## src/rtl/servo_pwm_multi.sv

```systemverilog
// N-channel servo PWM driver: each channel ramps its position toward a commanded
// target and emits a servo pulse whose width only changes at period boundaries.
module servo_pwm_multi #(
  parameter int CLK_FREQ_HZ   = 50_000_000,
  parameter int PERIOD_MS     = 20,
  parameter int MIN_PULSE_US  = 600,
  parameter int MAX_PULSE_US  = 2400,
  parameter int N_CH          = 2,
  parameter int POS_W         = 8,
  parameter int STEP_DELAY_US = 8000,
  parameter int RESET_POS     = 2**(POS_W-1)-1,
  localparam int CH_W         = (N_CH > 1) ? $clog2(N_CH) : 1
) (
  input  logic             clk_i,
  input  logic             reset_i,
  input  logic             cmd_valid_i,
  output logic             cmd_ready_o,
  input  logic [CH_W-1:0]  cmd_ch_i,
  input  logic [POS_W-1:0] cmd_pos_i,
  input  logic             cmd_snap_i,
  input  logic             hold_i,
  output logic [N_CH-1:0]  pwm_out_o,
  output logic [N_CH-1:0]  at_target_o,
  output logic             cmd_err_o
);

  localparam int CYC_PER_US = CLK_FREQ_HZ / 1_000_000;
  localparam int PERIOD_CYC = CLK_FREQ_HZ / 1000 * PERIOD_MS;
  localparam int MIN_CYC    = MIN_PULSE_US * CYC_PER_US;
  localparam int MAX_CYC    = MAX_PULSE_US * CYC_PER_US;
  localparam int STEP_CYC   = STEP_DELAY_US * CYC_PER_US;
  localparam int SPAN_CYC   = MAX_CYC - MIN_CYC;
  localparam int POS_MAX    = 2**POS_W - 1;
  localparam int WID_W      = $clog2(((PERIOD_CYC > MAX_CYC) ? PERIOD_CYC : MAX_CYC) + 1);
  localparam int STEP_W     = $clog2(STEP_CYC + 1);

  localparam logic [POS_W-1:0] RESET_P   = POS_W'(RESET_POS);
  localparam logic [WID_W-1:0] RESET_WID =
    WID_W'(longint'(MIN_CYC) + (longint'(SPAN_CYC) * longint'(RESET_POS)) / longint'(POS_MAX));

  // 40-bit intermediate holds SPAN_CYC * POS_MAX for every legal parameter set
  function automatic logic [WID_W-1:0] pos_to_width(input logic [POS_W-1:0] p);
    logic [39:0] prod;
    prod = 40'(SPAN_CYC) * 40'(p);
    return WID_W'(40'(MIN_CYC) + prod / 40'(POS_MAX));
  endfunction

  logic [WID_W-1:0]  cnt_q, cnt_d;
  logic [STEP_W-1:0] step_q, step_d;
  logic [POS_W-1:0]  cur_q  [N_CH];
  logic [POS_W-1:0]  cur_d  [N_CH];
  logic [POS_W-1:0]  tgt_q  [N_CH];
  logic [POS_W-1:0]  tgt_d  [N_CH];
  logic [WID_W-1:0]  pend_q [N_CH];
  logic [WID_W-1:0]  pend_d [N_CH];
  logic [WID_W-1:0]  act_q  [N_CH];
  logic [WID_W-1:0]  act_d  [N_CH];
  logic [N_CH-1:0]   pwm_q, pwm_d;
  logic [N_CH-1:0]   at_q, at_d;
  logic              err_q, err_d;
  logic              period_end, step_tick, cmd_acc, hit;

  assign cmd_ready_o = ~reset_i;
  assign pwm_out_o   = pwm_q;
  assign at_target_o = at_q;
  assign cmd_err_o   = err_q;

  always_comb begin
    period_end = (cnt_q == WID_W'(PERIOD_CYC - 1));
    cnt_d      = period_end ? '0 : cnt_q + 1'b1;
    step_tick  = ~hold_i && (step_q == STEP_W'(STEP_CYC - 1));
    if (hold_i)
      step_d = step_q;
    else if (step_tick)
      step_d = '0;
    else
      step_d = step_q + 1'b1;
    cmd_acc = cmd_valid_i & cmd_ready_o;
    err_d   = cmd_acc && (int'(cmd_ch_i) >= N_CH);
    hit     = 1'b0;
    for (int i = 0; i < N_CH; i++) begin
      hit      = cmd_acc && (int'(cmd_ch_i) == i);
      tgt_d[i] = hit ? cmd_pos_i : tgt_q[i];
      // A command on this channel wins; the ramp step compares against the old target
      if (hit && cmd_snap_i)
        cur_d[i] = cmd_pos_i;
      else if (step_tick && (cur_q[i] < tgt_q[i]))
        cur_d[i] = cur_q[i] + 1'b1;
      else if (step_tick && (cur_q[i] > tgt_q[i]))
        cur_d[i] = cur_q[i] - 1'b1;
      else
        cur_d[i] = cur_q[i];
      at_d[i]   = (cur_d[i] == tgt_d[i]);
      pend_d[i] = pos_to_width(cur_q[i]);
      act_d[i]  = period_end ? pend_q[i] : act_q[i];
      pwm_d[i]  = (cnt_q < act_q[i]);
    end
  end

  always_ff @(posedge clk_i or posedge reset_i) begin
    if (reset_i) begin
      cnt_q  <= '0;
      step_q <= '0;
      pwm_q  <= '0;
      at_q   <= '1;
      err_q  <= 1'b0;
      for (int i = 0; i < N_CH; i++) begin
        cur_q[i]  <= RESET_P;
        tgt_q[i]  <= RESET_P;
        pend_q[i] <= RESET_WID;
        act_q[i]  <= RESET_WID;
      end
    end else begin
      cnt_q  <= cnt_d;
      step_q <= step_d;
      pwm_q  <= pwm_d;
      at_q   <= at_d;
      err_q  <= err_d;
      for (int i = 0; i < N_CH; i++) begin
        cur_q[i]  <= cur_d[i];
        tgt_q[i]  <= tgt_d[i];
        pend_q[i] <= pend_d[i];
        act_q[i]  <= act_d[i];
      end
    end
  end

endmodule

```

## config.mk

```make
export PLATFORM = sky130hd
export DESIGN_NAME = servo_pwm_multi
export DESIGN_NICKNAME = d
export VERILOG_FILES = /design/src/rtl/servo_pwm_multi.sv
export SDC_FILE = /design/constraint.sdc
export NUM_CORES = 1
export LEC_CHECK = 0
export CORE_UTILIZATION = 35
export CTS_CLUSTER_SIZE = 16
export DETAILED_ROUTE_END_ITERATION = 10
export SLEW_MARGIN = 20
export SYNTH_ARGS = -nofsm -noshare
export SYNTH_HDL_FRONTEND = slang
export SYNTH_SLANG_ARGS = --single-unit
export TNS_END_PERCENT = 100
```

## constraint.sdc

```tcl
create_clock -name clk_i -period 13.52 [get_ports clk_i]
set_clock_uncertainty 0.05 [all_clocks]
set_input_delay 2.704 -clock clk_i [delete_from_list [all_inputs] [get_ports clk_i]]
set_output_delay 2.704 -clock clk_i [all_outputs]
set_load 0.05 [all_outputs]
```

==> flow_summary.json, run 1 <==
{
  "fmax_mhz": 73.4,
  "start_util": 0.357,
  "fin_area_mm2": 0.0304,
  "cp_slowest_cell": "dfstp_2",
  "violations": "setup timing",
  "num_io_pins": 20,
  "place.gp.congestion": 0.930,
  "drt-total-wl_mm": 68.3,
  "finalCritPeriodShare": 1.01,
  "fin_nets": 3534,
  "path_max_fanout": 7,
  "num_antenna_cells": 0,
  "track_usage": 0.221,
  "vias_per_cell": 5.47,
  "period_minus_slack_ns": 13.62,
  "first_pass_iters": 5,
  "synth_area_mm2": 0.0203,
  "drc": 0,
  "grt_pass1_vias": 21900,
  "synthArstFlopShare": 1.00,
  "crit_path_start_kind": "flop",
  "rsz0062_at_grt": "yes",
  "syn2layout_area_growth_pct": 49.3,
  "portBuffers": 18,
  "cts-buffers-inserted": 17,
  "root_buffer": "clkbuf_16",
  "hold_viol": 0,
  "die-width_um": 243,
  "yosys_warnings": 0,
  "synth_edf_count": 0,
  "synth-seq-cells": 151,
  "status": "finished with violations",
  "critPathMostFrequentCell": "buf_4",
  "insertion_delay_ns": 0.43,
  "max_stage_delay_ns": 0.55,
  "ys.flop_type": "dfrtp_1",
  "layout_setup_ws_ns": -0.101,
  "instances_no_fill": 4062,
  "grt_pass1_wl_mm": 110,
  "r2r-start": "cur_q[3]",
  "dpl.hpwl_mm": 52.6,
  "r2r-end": "pend_q[3]",
  "cts_tree": "yes",
  "drive_gt1_frac": 0.408,
  "htreeDepth": 4,
  "clock_sinks": 151,
  "worstMarginPinSlew_ns": 0.995,
  "rrSetupSlack_ns": -0.10,
  "crit_required_ns": 13.79,
  "critical_path_class": "flop to flop",
  "fp.coreArea_mm2": 0.0569,
  "hold_buffers": 0,
  "worst_hold_path_type": "flop to flop",
  "clkTransAtPathRegs_ns": 0.07,
  "die_area_mm2": 0.0591,
  "arrival_ns": 13.89,
  "netlist_instances": 2535,
  "final_antenna_net_count": 0,
  "timing.hold.worst_path_depth": 2,
  "synth-seq-area-share": 0.189,
  "routed-via-count": 22200,
  "grt_max_degree": 78,
  "setup_viol": 3,
  "syn_avg_cell_area_um2": 8.02,
  "tns_ns": -0.222,
  "cts_buffer_depth": 2,
  "crit_path_end_kind": "flop",
  "routedWlPerCell_um": 16.8,
  "fp.dieH_um": 243,
  "place_area_mm2": 0.0266,
  "cp.buffers_inverters": 24,
  "drt_iter0_drc": 1300,
  "relSlewSlack": 0.336,
  "max_cap_violations": 0,
  "slew_violations": 0,
  "dp.cells": 3891,
  "reg2regPathDepth": 62,
  "crit_family": "compound AO/OA/AOI/OAI gates",
  "holdWs_ns": 0.400,
  "overflow": 0,
  "worstHoldStart": "pend_q[9]",
  "worstHoldEndpoint": "act_q[9]",
  "synth_cell_types": 126,
  "antenna_found_initial": 0,
  "rows": 87
}
flip-flops by register name (all words and copies together) (netlist names):
signal and cells:
act_q 38, tgt_q 16, cnt_q 20, pwm_out_o 2, cur_q 16, at_target_o 2
pend_q 38, step_q 19
cells by family (layout without fill, tap and decap cells):
logic type	after synthesis	count (layout)	synth area share
AND/OR/NAND/NOR	936	936	0.243
AO/OA/AOI/OAI	738	738	0.264
buffers and inverters	298	1067	0.0586
adder cells (fa/ha/maj)	229	229	0.162
XOR/XNOR	161	161	0.0711
flip-flops	151	151	0.189
multiplexers	21	21	0.0115
other	1	3	0.000184
cells in the mapped netlist, types with 26 or more instances:
cell	number	area, um2
nand2_1	239	897
inv_1	213	800
ha_1	169	2110
nor2_1	161	604
o21ai_0	140	701
a21oi_1	135	676
xnor2_1	102	893
dfrtp_1	93	2330
nand3_1	86	430
nor3_1	69	345
dfstp_2	58	1520
fa_1	58	1160
xor2_1	56	490
nand2b_1	48	300
nand4_1	46	288
a21o_1	42	315
clkbuf_1	41	154
and3_1	39	244
and2_1	38	238
nor4_1	38	238
a211oi_1	34	255
o211ai_1	34	255
a31oi_1	33	206
o21ai_1	26	130
or2_2	26	163
through the flow:
step / utilization / setup slack (ns)
floorplan: - / 0.00207
finish: 0.533 / -0.101
global route: 0.533 / -0.583
global placement: 0.467 / -0.290
detailed placement: 0.467 / -0.484
CTS: 0.494 / -0.0323
worst register-to-register path: cells and delay by family (launching register included):
kind | cells | cell delay [ns]
AOI/OAI and AO/OA | 17 | 4.26
adders and majority gates | 5 | 2.33
and+or+nand+nor | 15 | 3.13
DFF | 1 | 0.55
muxes | 1 | 0.21
buffers and inverters | 24 | 2.97
timing repair:
item,4_1_cts,5_1_grt
gates resized for setup,127,310
buffers inserted,49,91
setup endpoints to repair,18,32
pin swaps,76,177
cell usage in the layout, fill, tap and decap left out, types with 34 or more instances in the layout:
cell type	netlist	layout
buf_4	7	767
nand2_1	239	223
inv_1	213	200
ha_1	169	155
nor2_1	161	142
o21ai_0	140	126
a21oi_1	135	113
dfrtp_1	93	93
xnor2_1	102	86
nand3_1	86	78
dfstp_2	58	58
fa_1	58	55
xor2_1	56	51
nand4_1	46	46
nand2b_1	48	43
a21o_1	42	42
nor3_1	69	42
o211ai_1	34	34
cell type report:
class	instances	area, um2
Fill cell	5185	26600
Multi-Input combinational cell	2088	17800
Timing Repair Buffer	821	6370
Sequential cell	151	3850
Tap cell	756	946
Inverter	214	821
Clock buffer	21	460
Clock inverter	11	114
layer usage:
metal	share of wire	wire length, um	global-route usage	vias up
met3	0.039	2680	0.0306	84
li1	-	-	-	10800
met1	0.47	32300	0.304	10800
met2	0.47	32300	0.370	499
met4	0.013	919	0.0344	0
met5	0	0	0	-
worst max-delay path by stage:
stage	start	end	slack [ns]	cells after the start
finish	cur_q[3]	pend_q[3]	-0.10	62
global route	cur_q[12]	pend_q[20]	-0.58	59
CTS	cur_q[10]	pend_q[20]	-0.03	58
detailed placement	cur_q[5]	pend_q[0]	-0.48	53
global placement	cur_q[5]	pend_q[0]	-0.29	54
floorplan	cur_q[10]	pend_q[20]	0.002	56
Power of run 1 is not shown: default switching activity piles up to over one toggle a cycle in this logic, so the estimate is an artifact.
==> run 2, diff against run 1 <==
--- a/config.mk
+++ b/config.mk
@@ -8,8 +8,9 @@
 export CORE_UTILIZATION = 35
 export CTS_CLUSTER_SIZE = 16
 export DETAILED_ROUTE_END_ITERATION = 10
+export GPL_ROUTABILITY_DRIVEN = 0
+export HOLD_SLACK_MARGIN = 0.05
 export SLEW_MARGIN = 20
 export SYNTH_ARGS = -nofsm -noshare
 export SYNTH_HDL_FRONTEND = slang
 export SYNTH_SLANG_ARGS = --single-unit
-export TNS_END_PERCENT = 100
==> flow_summary.json, run 2 (synthesis gave the netlist of run 1 again) <==
{
  "htreeDepth": 4,
  "fp.dieH_um": 243,
  "crit_family": "compound AO/OA/AOI/OAI gates",
  "drt-total-wl_mm": 65.9,
  "portBuffers": 18,
  "fmax_mhz": 73.1,
  "overflow": 0,
  "path_max_fanout": 6,
  "crit_path_start_kind": "flop",
  "syn2layout_area_growth_pct": 44.9,
  "routed-via-count": 21900,
  "final_antenna_net_count": 0,
  "grt_pass1_vias": 21700,
  "relSlewSlack": 0.379,
  "final-seq-area_mm2": 0.00385,
  "critPathMostFrequentCell": "buf_4",
  "max_stage_delay_ns": 0.56,
  "grt_max_degree": 84,
  "root_buffer": "clkbuf_16",
  "clock_sinks": 151,
  "worstHoldStart": "pend_q[24]",
  "wl_met1_mm": 30.4,
  "die_area_mm2": 0.0591,
  "vias_per_cell": 5.59,
  "worstMarginPinSlew_ns": 0.925,
  "cts-buffers-inserted": 17,
  "layout_common_cells": "614 x buf_4, 225 x nand2_1, 200 x inv_1",
  "status": "finished with violations",
  "cp.buffers_inverters": 14,
  "met2_length_mm": 32.2,
  "worstHoldEndpoint": "act_q[24]",
  "cts_buffer_depth": 2,
  "die-width_um": 243,
  "instances_no_fill": 3918,
  "dpl.hpwl_mm": 49.6,
  "arrival_ns": 13.95,
  "worst_hold_path_type": "flop to flop",
  "insertion_delay_ns": 0.43,
  "clkTransAtPathRegs_ns": 0.07,
  "r2r-end": "pend_q[0]",
  "routed-wl-met3_mm": 2.29,
  "critical_path_class": "flop to flop",
  "tns_ns": -0.271,
  "r2r-start": "cur_q[3]",
  "antenna_found_initial": 0,
  "holdWs_ns": 0.397,
  "violations": "setup timing",
  "max_cap_violations": 0,
  "timing.hold.worst_path_depth": 2,
  "crit_required_ns": 13.79,
  "start_util": 0.357,
  "slew_violations": 0,
  "dp.cells": 3770,
  "num_io_pins": 20,
  "drc": 0,
  "finalCritPeriodShare": 1.01,
  "first_pass_iters": 5,
  "cp_slowest_cell": "dfstp_2",
  "routedWlPerCell_um": 16.8,
  "reg2regPathDepth": 62,
  "drive_gt1_frac": 0.382,
  "setup_viol": 3,
  "drt_iter0_drc": 1430,
  "track_usage": 0.210,
  "fp.coreArea_mm2": 0.0569,
  "grt_pass1_wl_mm": 105,
  "fillCellCount": 5185,
  "hold_viol": 0,
  "startpoint": "cur_q[3]",
  "fin_nets": 3390,
  "rsz0062_at_grt": "yes",
  "final_common_cell": "buf_4",
  "multi_input_area_mm2": 0.0179,
  "layout_setup_ws_ns": -0.166,
  "rows": 87,
  "period_minus_slack_ns": 13.69,
  "hold_buffers": 0,
  "num_antenna_cells": 0,
  "reg_top3": "act_q x38, pend_q x38, cnt_q x20",
  "cts_tree": "yes",
  "crit_path_end_kind": "flop",
  "rrSetupSlack_ns": -0.17,
  "top_layer": "met4"
}
==> run 2: through the flow <==
step	cell area [um2]	setup WS [ns]	util
2_1_floorplan	20900	0.00207	-
3_3_place_gp	25700	-0.386	0.451
3_5_place_dp	25700	-0.539	0.451
4_1_cts	27300	-0.00805	0.479
5_1_grt	29500	-0.671	0.517
6_report	29500	-0.166	0.517
==> run 2: worst min-delay path, cell delays in order, from the launching register on <==
cell and delay, ns:
dfrtp_1 0.32, nand2_1 0.04, o21ai_0 0.06
==> run 2: repair_timing <==
| item | CTS | global route |
|---|---|---|
| setup endpoints to repair | 14 | 32 |
| gates resized for setup | 139 | 312 |
| pin swaps | 73 | 170 |
| buffers inserted | 41 | 77 |
==> run 2: area by class of cell <==
type,instances,share of cell area
multi-input combinational,2088,0.608
tap,756,0.0321
timing repair buffer,677,0.181
inverter,214,0.0279
clock buffer,18,0.0149
sequential,151,0.131
clock inverter,14,0.00552
==> run 2: layer usage <==
metal | up-vias | track usage
li1 | 10600 | -
met1 | 10700 | 0.280
met2 | 522 | 0.363
met3 | 96 | 0.0222
met4 | 0 | 0.0462
met5 | - | 0
==> run 2: worst max-delay path by stage <==
stage,cells past startpoint,slack (ns),to
5_1_grt,62,-0.67,pend_q[0]
2_1_floorplan,56,0.002,pend_q[20]
4_1_cts,56,-0.008,pend_q[0]
3_3_place_gp,53,-0.39,pend_q[0]
3_5_place_dp,57,-0.54,pend_q[0]
6_report,62,-0.17,pend_q[0]
Power of run 2 is left out for the same reason.
==> variant 1 (settings of run 1) <==
`CLK_FREQ_HZ`: 50_000_000 -> 25_000_000.
--- a/src/rtl/servo_pwm_multi.sv
+++ b/src/rtl/servo_pwm_multi.sv
@@ -2,5 +2,5 @@
 // target and emits a servo pulse whose width only changes at period boundaries.
 module servo_pwm_multi #(
-  parameter int CLK_FREQ_HZ   = 50_000_000,
+  parameter int CLK_FREQ_HZ   = 25_000_000,
   parameter int PERIOD_MS     = 20,
   parameter int MIN_PULSE_US  = 600,
Formal check against the unedited RTL: no difference found for any inputs over 4 cycles, from zero or initial values and one cycle with reset_i high; that may be too few to reach the edited logic, so the function may still have changed.
==> variant 1 against run 1 <==
  * The run still ends with negative setup slack left
  * Core utilization down 0.92 points
  * Final area down 4.5%
  * Die area down 3.3%
  * Critical path depth down 10
  * Setup slack worse by 0.47 ns
  * Sequential cell count down 6
  * Routed wire length down 2.3%
  * Via count down 0.62%
  * Area after synthesis down 3.3%
Power is not shown: default switching activity piles up to over one toggle a cycle in this logic, so the estimate is an artifact.
==> variant 1: results (changes against run 1) <==
- Routability Congestion: 0.923 (-0.82%)
- Vias per inst: 5.49 (+0.47%)
- Hold_sp: pend_q[17]$_DFF_PP0_
- Worst Path Arrival: 14.42 ns (+0.53 ns)
- Worst Path Max Fanout: 7 (unchanged)
- Global-route wire length before repair: 108,000 um (-1.7%)
- Port bufs: 18 (unchanged)
- ANT cells: 0 (unchanged)
- Async S/R FF share, synth: 100% (unchanged)
- Initial drt markers: 1,138 (-12%)
- Reg2reg end: pend_q[0]$_DFF_PP1_
- Vias in the first global route: 22,200 (+1.5%)
- Root Driver: clkbuf_16
- Slew of the pin with the lowest slew margin: 0.840 ns (-0.155 ns)
- End of the worst hold path: act_q[17]$_DFFE_PP0N_
- Largest net degree at the start of global routing: 59 (-24%)
- Mean routed wirelength per cell: 16.6 um (-1.3%)
- Sequential share of the synthesized area: 18.8% (-0.14 points)
- Maximum clock path buffer count: 2 (unchanged)
- WHS Path Cells: 2 (unchanged)
- Post-route setup slack: -0.573 ns (-0.473 ns)
- Hpwl dp: 52,200 um (-0.90%)
- TritonCTS buffer count: 17 (unchanged)
- Final setup viols: 10 (+7)
- Worst-skew pair later-pin latency: 0.46 ns (+0.03 ns)
- CP max-delay cell: fa_2
- Most frequent cells after synthesis: nand2_1 (250), inv_1 (206), nor2_1 (181)
- Largest cells by area after synthesis: dfrtp_1 (12%), ha_1 (10%), dfstp_2 (7.2%)
- Reg2Reg Depth: 52 (-16%)
- Violated checks: negative setup slack
- CTS clk-pin slew, worst paths: 0.07 ns (about the same)
- H-tree lvl count: 4 (unchanged)
- Most used DFF post-synth: dfrtp_1
- Layout Nets: 3,494 (-1.1%)
- DR pass1 iterations: 5 (unchanged)
- Synth unique cells: 117 (-7.1%)
- Synth Warn #: 0 (unchanged)
- Min-delay worst type: flop to flop
- Critical Path Max Stage Delay: 0.58 ns (+0.03 ns)
- Count of final max-slew check failures: 0 (unchanged)
- Critical path startpoint: cur_q[2]$_DFF_PP1_
- Initial antenna violation count: 0 (unchanged)
- Total track usage: 22.8% (+0.71 points)
- Status: finished with violations
- Fill cells: 5,108 (-1.5%)
- Dpl ws: -0.577 ns (-0.0925 ns)
- Largest regs: act_q x36, pend_q x36, cnt_q x19
- Share of cells above drive strength 1: 38.2% (-2.6 points)
## variant 1: repair_timing
| action | in CTS | in global routing |
|---|---|---|
| gates resized for setup | 102 | 286 |
| pin swaps | 44 | 122 |
| setup endpoints to repair | 24 | 34 |
| gates cloned | 0 | 1 |
| setup buffers | 42 | 61 |
## variant 1: worst max-delay path by stage
stage                                end  slack [ns]
floorplan            pend_q[0]$_DFF_PP1_       -0.40
global placement    pend_q[34]$_DFF_PP1_       -0.43
detailed placement  pend_q[34]$_DFF_PP1_       -0.58
CTS                  pend_q[0]$_DFF_PP1_       -0.19
global route         pend_q[0]$_DFF_PP1_       -1.07
finish               pend_q[0]$_DFF_PP1_       -0.57
## variant 1: worst max-delay path, delay by kind of cell (launching register included)
kind                     cells  cell delay [ns]
buffers and inverters        7             0.65
AO/OA/AOI/OAI               17             4.39
flip-flops                   1             0.57
AND/OR/NAND/NOR             17             4.65
XOR/XNOR                     4             0.80
adder cells (fa/ha/maj)      6             2.59
multiplexers                 1             0.32
## variant 1: layer usage
layer	wire length, um	vias up	global-route usage [%]
met2	34200	498	41.6
met1	28600	10700	27.6
li1	-	10700	-
met4	1750	0	8.37
met5	0	-	0
met3	2100	128	1.95
## variant 1: cell families (layout without fill, tap and decap cells)
family / count (synthesis) / in the layout / share of synthesized area (%)
XOR/XNOR: 148 / 148 / 6.66
AND/OR/NAND/NOR: 930 / 931 / 23.9
adder cells (fa/ha/maj): 226 / 226 / 16.6
AO/OA/AOI/OAI: 765 / 765 / 27.3
flip-flops: 145 / 145 / 18.8
buffers and inverters: 276 / 1027 / 5.45
multiplexers: 25 / 25 / 1.35
other: 1 / 3 / 0.0191
## variant 1: final cells by class
class | instances | share of cell area [%]
Inverter | 206 | 2.71
Multi-Input combinational cell | 2098 | 58.5
Clock inverter | 15 | 0.552
Timing Repair Buffer | 789 | 20.8
Tap cell | 748 | 3.23
Clock buffer | 17 | 1.47
Sequential cell | 145 | 12.7
## variant 1: per-stage QoR
stage,hold WS (ns),TNS [ns],instances,cell area [sq um],utilization [%]
2_1_floorplan,0.376,-1.46,2518,20000,-
3_3_place_gp,0.386,-3.20,3888,25900,46.8
3_5_place_dp,0.391,-6.27,3888,25900,46.8
4_1_cts,0.407,-0.243,3962,27200,49.2
5_1_grt,0.413,-8.83,4018,29000,52.4
6_report,0.402,-1.76,4018,29000,52.4
==> variant 2 (settings of run 1) <==
Made on the original files. Remove the register `pwm_q`: a continuous assignment takes its place, so the output `pwm_out_o` follows one clock earlier.
--- a/src/rtl/servo_pwm_multi.sv
+++ b/src/rtl/servo_pwm_multi.sv
@@ -102,5 +102,4 @@
       cnt_q  <= '0;
       step_q <= '0;
-      pwm_q  <= '0;
       at_q   <= '1;
       err_q  <= 1'b0;
@@ -114,5 +113,4 @@
       cnt_q  <= cnt_d;
       step_q <= step_d;
-      pwm_q  <= pwm_d;
       at_q   <= at_d;
       err_q  <= err_d;
@@ -126,4 +124,6 @@
   end
 
+  assign pwm_q = pwm_d;
+
 endmodule
 
Check against the original RTL: not equivalent (Yosys sat finds a counterexample within 4 cycles, from zero or initial values and one cycle with reset_i high).
==> variant 2 against run 1 <==
  * Setup slack better by 0.069 ns
  * The run still ends with negative setup slack left
  * Sequential cell count down 2
  * Core utilization up 0.69 points
  * Final area up 1.1%
  * Area after synthesis down 0.25%
  * Sequential share of layout area down 0.30 points
  * Largest cell class unchanged
  * Routed wire length down 2.3%
Power is not shown: default switching activity piles up to over one toggle a cycle in this logic, so the estimate is an artifact.
==> variant 2: results (changes against run 1) <==
- Status: finished with violations
- Violated checks: negative setup slack
- Final setup TNS: -0.0434 ns (+0.179 ns)
- Largest net degree at the start of global routing: 60 (-23%)
- H-tree lvl count: 4 (unchanged)
- Maximum clock path buffer count: 2 (unchanged)
- Async S/R FF share, synth: 100% (unchanged)
- CTS clk-pin slew, worst paths: 0.07 ns (about the same)
- Hpwl dp: 52,300 um (-0.72%)
- Dpl ws: -0.675 ns (-0.191 ns)
- Worst Path Arrival: 13.86 ns (-0.03 ns)
- Share of cells above drive strength 1: 41.6% (+0.79 points)
- Final setup viols: 2 (-1)
- Initial antenna violation count: 0 (unchanged)
- TritonCTS buffer count: 17 (unchanged)
- Worst Path Max Fanout: 13 (+6)
- Root Driver: clkbuf_16
- Largest regs: act_q x38, pend_q x38, cnt_q x20
- Most frequent cells after synthesis: nand2_1 (239), inv_1 (213), ha_1 (169)
- Min-delay worst type: flop to flop
- Largest cells by area after synthesis: dfrtp_1 (11%), ha_1 (10%), dfstp_2 (7.5%)
- Critical Path Max Stage Delay: 0.59 ns (+0.04 ns)
- Sequential share of the synthesized area: 18.7% (-0.20 points)
- ANT cells: 0 (unchanged)
- Initial drt markers: 1,554 (+20%)
- Routability Congestion: 0.934 (+0.43%)
- Layout Nets: 3,543 (+0.25%)
- Share of the synthesized area in the top cell type: 11.2% (-0.22 points)
- Slew of the pin with the lowest slew margin: 0.869 ns (-0.126 ns)
- Total number of vias: 22,100 (-0.37%)
- Post-route setup slack: -0.0314 ns (+0.0692 ns)
- Global-route wire length before repair: 107,000 um (-2.2%)
- CP max-delay cell: dfstp_2
- Port bufs: 18 (unchanged)
- Synth Warn #: 0 (unchanged)
- DR pass1 iterations: 5 (unchanged)
- Final wirelength: 66,700 um (-2.3%)
- Fill cells: 5,182 (-0.058%)
- Synth unique cells: 126 (unchanged)
- Worst-skew pair later-pin latency: 0.44 ns
- Most used DFF post-synth: dfrtp_1
- Total track usage: 21.5% (-0.53 points)
-- variant 2: cells by family after synthesis --
logic type	after synthesis	share of synthesized area, %
AO/OA/AOI/OAI	738	26.5
XOR/XNOR	161	7.12
adder cells (fa/ha/maj)	229	16.2
buffers and inverters	298	5.87
flip-flops	149	18.7
multiplexers	21	1.15
other	1	0.0185
AND/OR/NAND/NOR	936	24.4
-- variant 2: path summary, 6_finish.rpt --
check | from | to | slack [ns] | depth (start not counted)
worst min-delay path | pend_q[24]$_DFF_PP0_ | act_q[24]$_DFFE_PP0N_ | 0.40 | 2
min in group asynchronous | reset_i | cur_q[7]$_DFF_PP0_ | 2.72 | 2
worst max register to register | cur_q[10]$_DFF_PP1_ | pend_q[20]$_DFF_PP1_ | -0.03 | 62
worst max-delay path | cur_q[10]$_DFF_PP1_ | pend_q[20]$_DFF_PP1_ | -0.03 | 62
max in group asynchronous | reset_i | act_q[11]$_DFFE_PP0N_ | 9.63 | 3
worst min register to register | pend_q[24]$_DFF_PP0_ | act_q[24]$_DFFE_PP0N_ | 0.40 | 2
-- variant 2: timing repair --
action	CTS	global route
resized for setup	148	320
pin swaps	79	210
cloned	0	0
endpoints found under the setup margin	20	28
buffers inserted	45	79
endpoints found under the hold margin	0	0
-- variant 2: through the flow --
stage               cells  area [sq um]
floorplan            2535         20800
global placement     3919         26800
detailed placement   3919         26800
CTS                  3996         28400
global route         4071         30700
finish               4071         30700
-- variant 2: critical path: cells and delay by family (launching register included) --
kind / cells / cell delay [ns]
compound gates: 17 / 2.99
buf+inv: 16 / 2.00
xor+xnor: 1 / 0.19
flops: 1 / 0.59
fa+ha+maj: 7 / 2.67
simple gates: 20 / 4.62
mux: 1 / 0.33
-- variant 2: cell type report --
| type | instances | area, sq um | share of cell area, % |
|---|---|---|---|
| Multi-Input combinational cell | 2088 | 18100 | 58.8 |
| Timing Repair Buffer | 832 | 6460 | 21.0 |
| Sequential cell | 149 | 3800 | 12.4 |
| Tap cell | 756 | 946 | 3.08 |
| Inverter | 214 | 821 | 2.67 |
| Clock buffer | 17 | 425 | 1.39 |
| Clock inverter | 15 | 181 | 0.591 |
-- variant 2: layer usage --
metal  vias up  wire length [um]  GRT usage, %
li1      10900                 -             -
met1     10800             31500          30.1
met2       426             31600          35.3
met3        77              2740          2.79
met4         0               858          4.33
met5         -                 0             0
